===== src/rtl/ns_nd_1to2.sv =====
`timescale 1ns/1ps
// ns_nd_1to2: one-input, two-output message router. Each inbound message is
// steered to port 0 or port 1 by comparing its destination field against one
// or two parameterised reference values. Every channel uses a four-phase
// req/ack handshake, and each incoming control line is resynchronised.

package ns_nd_1to2_pkg;
  localparam int unsigned NS_FALSE        = 0;
  localparam int unsigned NS_TRUE         = 1;
  localparam int unsigned NS_GT_OP        = 0;
  localparam int unsigned NS_GTE_OP       = 1;
  localparam int unsigned NS_LT_OP        = 2;
  localparam int unsigned NS_LTE_OP       = 3;
  localparam int unsigned NS_EQ_OP        = 4;
  localparam int unsigned NS_NEQ_OP       = 5;
  localparam int unsigned NS_ADDRESS_SIZE = 6;
  localparam int unsigned NS_DATA_SIZE    = 8;
  localparam int unsigned NS_REDUN_SIZE   = 4;
endpackage

module ns_nd_1to2
  import ns_nd_1to2_pkg::*;
#(
  parameter int unsigned OPER_1    = NS_GT_OP,
  parameter int unsigned REF_VAL_1 = 0,
  parameter int unsigned IS_RANGE  = NS_FALSE,
  parameter int unsigned OPER_2    = NS_GT_OP,
  parameter int unsigned REF_VAL_2 = 0,
  parameter int unsigned ASZ       = NS_ADDRESS_SIZE,
  parameter int unsigned DSZ       = NS_DATA_SIZE,
  parameter int unsigned RSZ       = NS_REDUN_SIZE
) (
  input  logic           clk,
  input  logic           reset,
  input  logic [ASZ-1:0] i0_src,
  input  logic [ASZ-1:0] i0_dst,
  input  logic [DSZ-1:0] i0_dat,
  input  logic [RSZ-1:0] i0_red,
  input  logic           i0_req,
  output logic           i0_ack,
  output logic [ASZ-1:0] o0_src,
  output logic [ASZ-1:0] o0_dst,
  output logic [DSZ-1:0] o0_dat,
  output logic [RSZ-1:0] o0_red,
  output logic           o0_req,
  input  logic           o0_ack,
  output logic [ASZ-1:0] o1_src,
  output logic [ASZ-1:0] o1_dst,
  output logic [DSZ-1:0] o1_dat,
  output logic [RSZ-1:0] o1_red,
  output logic           o1_req,
  input  logic           o1_ack
);

  typedef struct packed {
    logic [ASZ-1:0] src;
    logic [ASZ-1:0] dst;
    logic [DSZ-1:0] dat;
    logic [RSZ-1:0] red;
  } msg_t;

  typedef enum logic [1:0] {IN_IDLE, IN_ROUTE, IN_ACK, IN_REL} in_state_e;
  typedef enum logic [1:0] {OUT_EMPTY, OUT_REQ, OUT_WAIT} out_state_e;

  localparam logic [ASZ-1:0] REF1 = ASZ'(REF_VAL_1);
  localparam logic [ASZ-1:0] REF2 = ASZ'(REF_VAL_2);

  function automatic logic cmp_f(input logic [ASZ-1:0] a, input int unsigned op,
                                 input logic [ASZ-1:0] r);
    logic res;
    case (op)
      NS_GT_OP:  res = (a >  r);
      NS_GTE_OP: res = (a >= r);
      NS_LT_OP:  res = (a <  r);
      NS_LTE_OP: res = (a <= r);
      NS_EQ_OP:  res = (a == r);
      NS_NEQ_OP: res = (a != r);
      default:   res = 1'b0;
    endcase
    return res;
  endfunction

  logic [1:0] req_sync_q, ack0_sync_q, ack1_sync_q;
  logic       req_s;
  logic [1:0] ack_s;

  in_state_e  in_state_q, in_state_d;
  msg_t       hld_q, hld_d;
  logic       hld_rt_q, hld_rt_d;
  logic       i0_ack_q, i0_ack_d;
  logic [1:0] load;

  out_state_e out_state_q [2];
  out_state_e out_state_d [2];
  msg_t       out_msg_q [2];
  msg_t       out_msg_d [2];
  logic [1:0] out_req_q, out_req_d;

  msg_t       in_msg;
  logic       rt;

  assign req_s  = req_sync_q[1];
  assign ack_s  = {ack1_sync_q[1], ack0_sync_q[1]};
  assign in_msg = '{src: i0_src, dst: i0_dst, dat: i0_dat, red: i0_red};

  // Route test on the live destination; only sampled when capturing.
  always_comb begin
    rt = cmp_f(i0_dst, OPER_1, REF1);
    if (IS_RANGE == NS_TRUE) rt = rt && cmp_f(i0_dst, OPER_2, REF2);
  end

  // Input side: capture, wait for the target buffer, then complete the handshake.
  always_comb begin
    in_state_d = in_state_q;
    hld_d      = hld_q;
    hld_rt_d   = hld_rt_q;
    i0_ack_d   = i0_ack_q;
    load       = 2'b00;
    case (in_state_q)
      IN_IDLE: if (req_s) begin
        hld_d      = in_msg;
        hld_rt_d   = rt;
        in_state_d = IN_ROUTE;
      end
      IN_ROUTE: if (out_state_q[hld_rt_q] == OUT_EMPTY) begin
        load       = hld_rt_q ? 2'b10 : 2'b01;
        i0_ack_d   = 1'b1;
        in_state_d = IN_ACK;
      end
      IN_ACK: if (!req_s) begin
        i0_ack_d   = 1'b0;
        in_state_d = IN_REL;
      end
      IN_REL:  in_state_d = IN_IDLE;
      default: in_state_d = IN_IDLE;
    endcase
  end

  // Output side: one-deep buffer per port driving its own four-phase handshake.
  always_comb begin
    for (int unsigned p = 0; p < 2; p++) begin
      out_state_d[p] = out_state_q[p];
      out_msg_d[p]   = out_msg_q[p];
      out_req_d[p]   = out_req_q[p];
      case (out_state_q[p])
        OUT_EMPTY: if (load[p]) begin
          out_msg_d[p]   = hld_q;
          out_req_d[p]   = 1'b1;
          out_state_d[p] = OUT_REQ;
        end
        OUT_REQ: if (ack_s[p]) begin
          out_req_d[p]   = 1'b0;
          out_state_d[p] = OUT_WAIT;
        end
        OUT_WAIT: if (!ack_s[p]) out_state_d[p] = OUT_EMPTY;
        default:  out_state_d[p] = OUT_EMPTY;
      endcase
    end
  end

  // State, synchronizers and output registers.
  always_ff @(posedge clk or negedge reset) begin
    if (!reset) begin
      req_sync_q  <= '0;
      ack0_sync_q <= '0;
      ack1_sync_q <= '0;
      in_state_q  <= IN_IDLE;
      hld_q       <= '0;
      hld_rt_q    <= 1'b0;
      i0_ack_q    <= 1'b0;
      out_req_q   <= '0;
      for (int unsigned p = 0; p < 2; p++) begin
        out_state_q[p] <= OUT_EMPTY;
        out_msg_q[p]   <= '0;
      end
    end else begin
      req_sync_q  <= {req_sync_q[0], i0_req};
      ack0_sync_q <= {ack0_sync_q[0], o0_ack};
      ack1_sync_q <= {ack1_sync_q[0], o1_ack};
      in_state_q  <= in_state_d;
      hld_q       <= hld_d;
      hld_rt_q    <= hld_rt_d;
      i0_ack_q    <= i0_ack_d;
      out_req_q   <= out_req_d;
      for (int unsigned p = 0; p < 2; p++) begin
        out_state_q[p] <= out_state_d[p];
        out_msg_q[p]   <= out_msg_d[p];
      end
    end
  end

  assign i0_ack = i0_ack_q;
  assign o0_req = out_req_q[0];
  assign o1_req = out_req_q[1];
  assign o0_src = out_msg_q[0].src;
  assign o0_dst = out_msg_q[0].dst;
  assign o0_dat = out_msg_q[0].dat;
  assign o0_red = out_msg_q[0].red;
  assign o1_src = out_msg_q[1].src;
  assign o1_dst = out_msg_q[1].dst;
  assign o1_dat = out_msg_q[1].dat;
  assign o1_red = out_msg_q[1].red;

endmodule


===== config.mk =====
export PLATFORM = sky130hd
export DESIGN_NAME = ns_nd_1to2
export DESIGN_NICKNAME = d
export VERILOG_FILES = /design/src/rtl/ns_nd_1to2.sv
export SDC_FILE = /design/constraint.sdc
export NUM_CORES = 1
export LEC_CHECK = 0
export BUFFER_PORTS_ARGS = -buffer_cell sky130_fd_sc_hd__buf_2
export CORE_MARGIN = 2
export CORE_UTILIZATION = 40
export CTS_CLUSTER_DIAMETER = 80
export DETAILED_ROUTE_END_ITERATION = 6
export GPL_ROUTABILITY_DRIVEN = 0
export SKIP_LAST_GASP = 1
export SYNTH_ARGS = -nofsm -noshare
export SYNTH_HDL_FRONTEND = slang
export SYNTH_SLANG_ARGS = --single-unit

===== constraint.sdc =====
create_clock -name clk -period 2.15 [get_ports clk]
set_input_delay 0 -clock clk [delete_from_list [all_inputs] [get_ports clk]]
set_output_delay 0 -clock clk [all_outputs]
set_load 0.02 [all_outputs]

== Word level (Yosys, flattened, before mapping) ==
Cells that the tools add are included.

* Bitwise gates (word level): 1
* Magnitude comparators: 2
* Equal/unequal tests: 16
* Reductions and logical operators: 16
* Multiplexer cells: 27

{| class="wikitable"
|+ Operators with widths
! kind !! number
|-
| 2-bit two-way mux || 15
|-
| 2-bit != test (second input constant) || 9
|-
| 3-bit AND reduction || 6
|-
| 2-bit one-hot mux with 3 select lines || 2
|-
| 2-bit equality test (second input constant) || 4
|-
| 2-bit logical NOT || 4
|-
| 2-bit one-hot mux with 4 select lines || 1
|-
| 2-bit by 1-bit equality test with 1-bit output (second input constant) || 3
|-
| 6-bit by 1-bit greater-than comparator with 1-bit output (second input constant) || 1
|-
| 1-bit two-way mux || 6
|-
| 1-bit one-hot mux with 2 select lines || 3
|-
| 2-bit AND reduction || 3
|-
| 2-bit nonzero test || 3
|-
| 2-bit greater-or-equal comparator (second input constant) || 1
|-
| 1-bit inverter with 2-bit output || 1
|}

* Output and inout port bits: 51
* Bits in registers: 88
* Word-level logic and storage cells: 84
* Bits of input ports: 29

== Longest topological paths before layout ==
Gate-level depths: netlist (run 1).

* Depth in word-level cells: 9
* Gate-level depth with buffers: 6
* Gate-level depth less buffers: 5

== Least setup slack after synthesis (run 1) ==
OpenSTA, ideal clock, no wires.

* Path type: register to register
* Start: register in_state_q[1]
* End: register out_msg_q (netlist bit o0_dat[2])
* Required time: 2025 ps
* Library setup time: 125 ps
* Period minus slack after synthesis: 1718 ps
* Arrival: 1593 ps
* Path buffers: 1
* Slack: 432 ps
* Stages on the path, launching flop included: 7
* Path through: dfrtp_1 > inv_1 > ha_1 > inv_1 > nor3_4 > buf_6 > mux2_2

* Longest elaborated chain between the ends: 3

{| class="wikitable"
|+ RTL lines
! element !! line !! RTL
|-
| from (decl) || 87 || <nowiki>in_state_e in_state_q, in_state_d;</nowiki>
|-
| from (signal assigned) || 180 || <nowiki>in_state_q <= in_state_d;</nowiki>
|-
| 2-bit by 1-bit equality test with 1-bit output || 119 || <nowiki>case (in_state_q)</nowiki>
|-
| 2-bit two-way mux || 119 ||
|-
| 2-bit AND reduction (no source line) || - ||
|-
| to (signal, indexed assignment) || 187 || <nowiki>out_msg_q[p] <= out_msg_d[p];</nowiki>
|-
| to (decl) || 95 || <nowiki>msg_t out_msg_q [2];</nowiki>
|}

No other way between the ends.
A chain may end at the register's enable or synchronous reset.

== Final worst setup path (run 1) ==
* Start: register in_state_q[1]
* End: register out_msg_q (netlist bit o0_dst[3])

Same word-level chain as after synthesis.

==> results of run 1 <==
-- final timing paths --
check                                            to  slack, ns
setup reg to reg              o0_dst[3]$_DFFE_PN0P_       0.36
max in group asynchronous     hld_q[15]$_DFFE_PN0P_       1.32
min in group clk           ack0_sync_q[0]$_DFF_PN0_       0.31
hold / removal                hld_q[11]$_DFFE_PN0P_       0.21
setup / recovery              o0_dst[3]$_DFFE_PN0P_       0.36
hold reg to reg            ack1_sync_q[1]$_DFF_PN0_       0.36
-- layout make-up --
cell class / count / area, um2 / share of cell area (%)
Clock inverter: 6 / 45.0 / 1.02
Clock buffer: 10 / 128 / 2.89
Multi-Input combinational cell: 113 / 1130 / 25.6
Inverter: 5 / 18.8 / 0.424
Timing Repair Buffer: 115 / 763 / 17.3
Tap cell: 105 / 131 / 2.97
Sequential cell: 88 / 2200 / 49.8
-- state kept, by name (all words and copies together) (netlist names) --
name	cells
ack0_sync_q	2
o1_dst	6
req_sync_q	2
in_state_q	2
ack1_sync_q	2
o1_dat	8
hld_q	24
o1_src	6
out_state_q	4
hld_rt_q	1
i0_ack	1
o0_dat	8
o1_red	4
o0_red	4
out_req_q	2
o0_dst	6
o0_src	6
-- logic make-up (layout without fill, tap and decap cells) --
kind of cell / Yosys count / in the layout / share of synthesized area [%]
DFF: 88 / 88 / 64.6
buffers and inverters: 11 / 136 / 2.17
adders and majority gates: 3 / 3 / 1.10
muxes: 74 / 74 / 24.4
AOI/OAI and AO/OA: 16 / 16 / 3.45
and+or+nand+nor: 20 / 20 / 4.26
-- what timing repair did --
item	4_1_cts	5_1_grt
setup endpoints to repair	0	0
hold buffers	28	0
endpoints found under the hold margin	73	0
-- layout by cell type, fill, tap and decap left out, drive strengths merged, types with 4 or more instances in the layout --
cell type	Yosys	layout
dfrtp	88	88
buf	6	87
mux2	74	74
dlygate4sd3	0	28
clkbuf	0	10
inv	5	6
nand2b	5	5
nor3	4	4
-- power groups by stage --
stage / Sequential, W / Clock [W] / Combinational (W)
6_report: 0.00293 / 0.00101 / 0.00279
5_1_grt: 0.00306 / 0.00113 / 0.00303
4_1_cts: 0.00295 / 0.00105 / 0.00284
3_5_place_dp: 0.00298 / 0 / 0.00280
3_3_place_gp: 0.00295 / 0 / 0.00274
2_1_floorplan: 0.00349 / 0 / 0.00135
-- metal layers --
layer  global-route usage, %  up-vias
met4                    4.58        0
met2                    25.5       41
met5                       0        -
met1                    20.0     1060
met3                    4.93        5
li1                        -      998
-- per-stage QoR --
stage	util (%)	cells	power, W	hold slack, ns	instance area (um2)
2_1_floorplan	-	212	0.00484	-0.296	3410
3_3_place_gp	48.1	398	0.00569	0.0549	3970
3_5_place_dp	48.1	398	0.00578	0.0570	3970
4_1_cts	53.5	442	0.00685	0.206	4420
5_1_grt	53.5	442	0.00722	0.253	4420
6_report	53.5	442	0.00674	0.205	4420
==> impl_metrics.py, run 1 <==
metrics = {
    "outcome": {
        "status": "finished, final reports clean",
    },
    "yosys": {
        "synth.top_cell.area_share_pct": 64.6,
        "yosys-top-cells-area": "dfrtp_1, mux2_2, buf_6",
        "seq_area_frac_synth_pct": 64.6,
        "synthArstFlopShare_pct": 100,
        "synth_seq_cells": 88,
        "syn_nets": 244,
        "ys_warn_count": 0,
        "syn_area_mm2": 0.00341,
        "synth_ff_type": "dfrtp_1",
        "yosys.cell_types.count": 25,
        "syn_inst": 212,
        "synth-edff-count": 0,
        "synth.avg_cell_area_um2": 16.1,
        "yosysMostFrequentCell": "dfrtp_1",
        "yosysTopAreaCell": "dfrtp_1",
        "ys_top_cells_by_count": "dfrtp_1, mux2_2, inv_1, nand2b_1, buf_6",
    },
    "worst_setup_path": {
        "cp-end-kind": "flip-flop",
        "arrival_ns": 2.02,
        "crit_family": "buffers and inverters",
        "crit_path_max_incr_delay_ns": 0.40,
        "worstSetupPathDepth": 6,
        "cpMostUsedCell": "inv_1",
        "worstReg2RegStart": "in_state_q[1]$_DFFE_PN0P_",
        "critPathSlowestCell": "dfrtp_1",
        "critPathRequiredTime_ns": 2.38,
        "critPathLaunch": "in_state_q[1]$_DFFE_PN0P_",
        "critPathBufInv": 3,
        "ff2ff_path_depth": 6,
        "cp_cell_sequence": "inv_1 > ha_1 > inv_1 > nor3_4 > buf_4 > mux2_2",
        "crit_type": "flip-flop to flip-flop",
        "startpoint_type": "flip-flop",
        "cp_max_fo": 15,
    },
    "clocking": {
        "h-tree-depth": 3,
        "cts_buffer_depth": 2,
        "path_clk_slew_ns": 0.09,
        "clockRootBuffer": "clkbuf_8",
        "clk-insertion-delay-late_ns": 0.35,
        "cts_tree": "yes",
        "post_cts_resized": 0,
        "cts_buffers": 9,
        "cts_setup_buffers": 0,
        "numClockSinks": 88,
    },
    "sta": {
        "finalSetupViolCount": 0,
        "tightest_slew_ns": 0.621,
        "fin_ws_ns": 0.359,
        "finalCriticalPeriod_ns": 1.79,
        "setup-tns-final_ns": 0,
        "report.final.slew_viol_count": 0,
        "slew_headroom_pct": 58.6,
        "rsz0062_at_grt": "false",
        "period_share_pct": 83.3,
        "fmax_mhz": 558,
        "finalHoldViolations": 0,
        "finClkSkew_ns": 0.00900,
    },
    "power_and_ir_drop": {
        "power.switching_w": 0.00250,
        "power_leakage_nw": 2.04,
        "powerDensity_mw_per_mm2": 1530,
        "ir_drop_v": 0.000629,
        "p_comb_share_pct": 41.4,
        "seqPwrFrac_pct": 43.5,
        "switching_share_pct": 37.1,
        "power_frac_clock_pct": 15.1,
        "intPower_w": 0.00424,
    },
    "route": {
        "dr_wl_met2_um": 3370,
        "num_vias": 2104,
        "wire_per_inst_um": 15.2,
        "highest_layer": "met4",
        "wirelength_um": 6700,
        "wl_met1_um": 2930,
        "remaining_drc_errors": 0,
        "avgViaCountPerCell": 4.76,
        "drtAntennaViolNets": 0,
        "wl_met3_um": 316,
        "drt_iter0_markers": 59,
        "firstDrtPassIters": 4,
    },
    "floorplan": {
        "core-area_mm2": 0.00826,
        "dieArea_mm2": 0.00928,
        "start_util_pct": 41.3,
        "std_cell_rows": 33,
        "fp.dieW_um": 96.3,
        "die_h_um": 96.3,
        "ios": 80,
    },
    "finish": {
        "diodes": 0,
        "drive_gt1_share_pct": 52.8,
        "syn_to_final_growth_pct": 29.7,
        "fill_cells": 744,
        "nNetsFinal": 364,
    },
    "global_routing": {
        "grt_start_max_net_pins": 48,
        "grt_usage_pct": 15.6,
        "grt_pass1_vias": 2183,
        "antenna_found_initial": 0,
        "overflow": 0,
        "grt_pass1_wl_um": 10900,
    },
    "place": {
        "place.detailed.hpwl_um": 4600,
        "dp_slack_ns": 0.390,
        "portBuffers": 79,
    },
    "min_path": {
        "hp-class": "input pin to asynchronous set/reset pin",
    },
    "run": {
        "maxCapViolCount": 0,
    },
}
(Power assumes the default switching activity.)
==> run 2: changes to the inputs <==
Clock period 2.15 ns to 1.7 ns, I/O delays scaled along.
==> run 2 against run 1 <==
- core utilization grew 1.7 points
- setup slack lost 0.32 ns
- clock power grew 40%
- flip-flop and latch count is the same
- register-to-register slack lost 0.32 ns
- wire length is essentially flat
- count of clock-buffer cells in the layout shrank 1
- sequential power grew 27%
- clock skew grew 0.0027 ns
- final cell count grew 1.1%
- cell area grew 3.2%
==> impl_metrics.py, run 2 (synthesis gave the netlist of run 1 again) <==
metrics = {
    "power_and_ir_drop": {
        "ir_drop_v": 0.000989,
        "power_leakage_nw": 2.10,
        "powerDensity_mw_per_mm2": 1950,
    },
    "sta": {
        "finalHoldViolations": 0,
        "finalSetupViolCount": 0,
        "fmax_mhz": 601,
        "slew_headroom_pct": 66.9,
        "hold_ws_ns": 0.166,
        "period_share_pct": 97.9,
        "finalCriticalPeriod_ns": 1.67,
        "fin_ws_ns": 0.0349,
        "finClkSkew_ns": 0.0117,
        "tightest_slew_ns": 0.496,
        "report.final.slew_viol_count": 0,
    },
    "floorplan": {
        "die_h_um": 96.3,
        "fp.dieW_um": 96.3,
        "start_util_pct": 41.3,
        "dieArea_mm2": 0.00928,
        "core-area_mm2": 0.00826,
        "std_cell_rows": 33,
        "ios": 80,
    },
    "global_routing": {
        "grt_start_max_net_pins": 40,
        "overflow": 0,
        "grt_usage_pct": 15.4,
        "grt_pass1_wl_um": 10600,
        "grt_pass1_vias": 2170,
        "antenna_found_initial": 0,
    },
    "route": {
        "wirelength_um": 6700,
        "wl_met1_um": 2980,
        "wl_met3_um": 426,
        "firstDrtPassIters": 4,
        "avgViaCountPerCell": 4.73,
        "remaining_drc_errors": 0,
        "num_vias": 2113,
        "drt_iter0_markers": 51,
        "highest_layer": "met4",
        "wire_per_inst_um": 15.0,
        "dr_wl_met2_um": 3230,
        "drtAntennaViolNets": 0,
    },
    "place": {
        "dp_slack_ns": -0.0314,
        "portBuffers": 79,
        "place.detailed.hpwl_um": 4410,
    },
    "worst_setup_path": {
        "startpoint_type": "flip-flop",
        "ff2ff_path_depth": 7,
        "crit_type": "flip-flop to flip-flop",
        "arrival_ns": 1.90,
        "cp-end-kind": "flip-flop",
        "critPathRequiredTime_ns": 1.94,
        "rrSetupSlack_ns": 0.03,
        "worstReg2RegStart": "in_state_q[1]$_DFFE_PN0P_",
        "r2r-end": "o1_dst[4]$_DFFE_PN0P_",
        "cp_max_fo": 7,
    },
    "clocking": {
        "path_clk_slew_ns": 0.09,
        "clockRootBuffer": "clkbuf_8",
        "cts_buffers": 9,
        "h-tree-depth": 3,
        "cts_buffer_depth": 2,
        "numClockSinks": 88,
        "cts_tree": "yes",
        "clk-insertion-delay-late_ns": 0.35,
    },
    "min_path": {
        "hp-class": "input pin to asynchronous set/reset pin",
    },
    "finish": {
        "final_cell_mix": "dfrtp_1, buf_2, mux2_2",
        "largest_register": "hld_q",
        "diodes": 0,
        "mostFrequentLayoutCell": "dfrtp_1",
        "nNetsFinal": 369,
        "fill_cells": 720,
        "largest_reg_flops": 24,
        "drive_gt1_share_pct": 55.8,
        "syn_to_final_growth_pct": 33.8,
    },
    "run": {
        "maxCapViolCount": 0,
    },
    "outcome": {
        "status": "finished, final reports clean",
    },
}
run 2: area by class of cell:
cell class              count  area, um2  share of cell area [%]
flip-flops and latches     88       2200                    48.3
clock inverters             7       70.1                    1.54
clock buffers               9        124                    2.72
repair buffers            120        858                    18.8
inverters                   5       18.8                   0.411
multi-input cells         113       1160                    25.3
well taps                 105        131                    2.88
run 2: critical path, cell delays in order, from the launching register on:
cell and delay (ns):
dfrtp_1 0.41, inv_2 0.10, ha_4 0.16, nand2_2 0.06, nor3_4 0.20, buf_12 0.15, clkbuf_16 0.15, mux2_2 0.33
run 2: how the worst max path moves through the flow:
stage                                   start                    end  slack [ns]  cells after the start
finish              in_state_q[1]$_DFFE_PN0P_  o1_dst[4]$_DFFE_PN0P_        0.03                      7
global route        in_state_q[1]$_DFFE_PN0P_  o1_dat[1]$_DFFE_PN0P_       -0.02                      7
CTS                 in_state_q[1]$_DFFE_PN0P_  o1_dat[1]$_DFFE_PN0P_       -0.02                      6
detailed placement  in_state_q[1]$_DFFE_PN0P_  o1_dst[3]$_DFFE_PN0P_       -0.03                      6
global placement    in_state_q[1]$_DFFE_PN0P_  o1_src[5]$_DFFE_PN0P_        0.02                      6
floorplan           in_state_q[1]$_DFFE_PN0P_  o1_dat[7]$_DFFE_PN0P_        0.05                      6
run 2: what timing repair did:
action / 4_1_cts / 5_1_grt
hold buffers: 28 / 0
endpoints found under the hold margin: 64 / 0
setup endpoints to repair: 26 / 49
pin swaps: 0 / 2
gates resized for setup: 2 / 15
buffers inserted: 0 / 2
cloned: 0 / 2
run 2: per-stage QoR:
stage | total power, W | utilization (%) | cells | setup TNS, ns | instance area (um2)
3_5_place_dp | 0.00730 | 48.2 | 399 | -0.343 | 3980
2_1_floorplan | 0.00612 | - | 212 | 0 | 3410
5_1_grt | 0.00953 | 55.2 | 447 | -0.321 | 4560
6_report | 0.00888 | 55.2 | 447 | 0 | 4560
3_3_place_gp | 0.00720 | 48.2 | 399 | 0 | 3980
4_1_cts | 0.00881 | 54.0 | 443 | -0.133 | 4460
run 2: where the power goes:
part | internal [W] | leakage, nW | switching (W)
Sequential | 0.00311 | 1.05 | 0.000613
Combinational | 0.00188 | 0.957 | 0.00187
Clock | 0.000681 | 0.0998 | 0.000726
run 2: routing by layer:
metal  vias up  track usage [%]
met1      1053             19.2
met5         -                0
li1       1003                -
met4         0             4.23
met2        50             24.7
met3         7             6.66
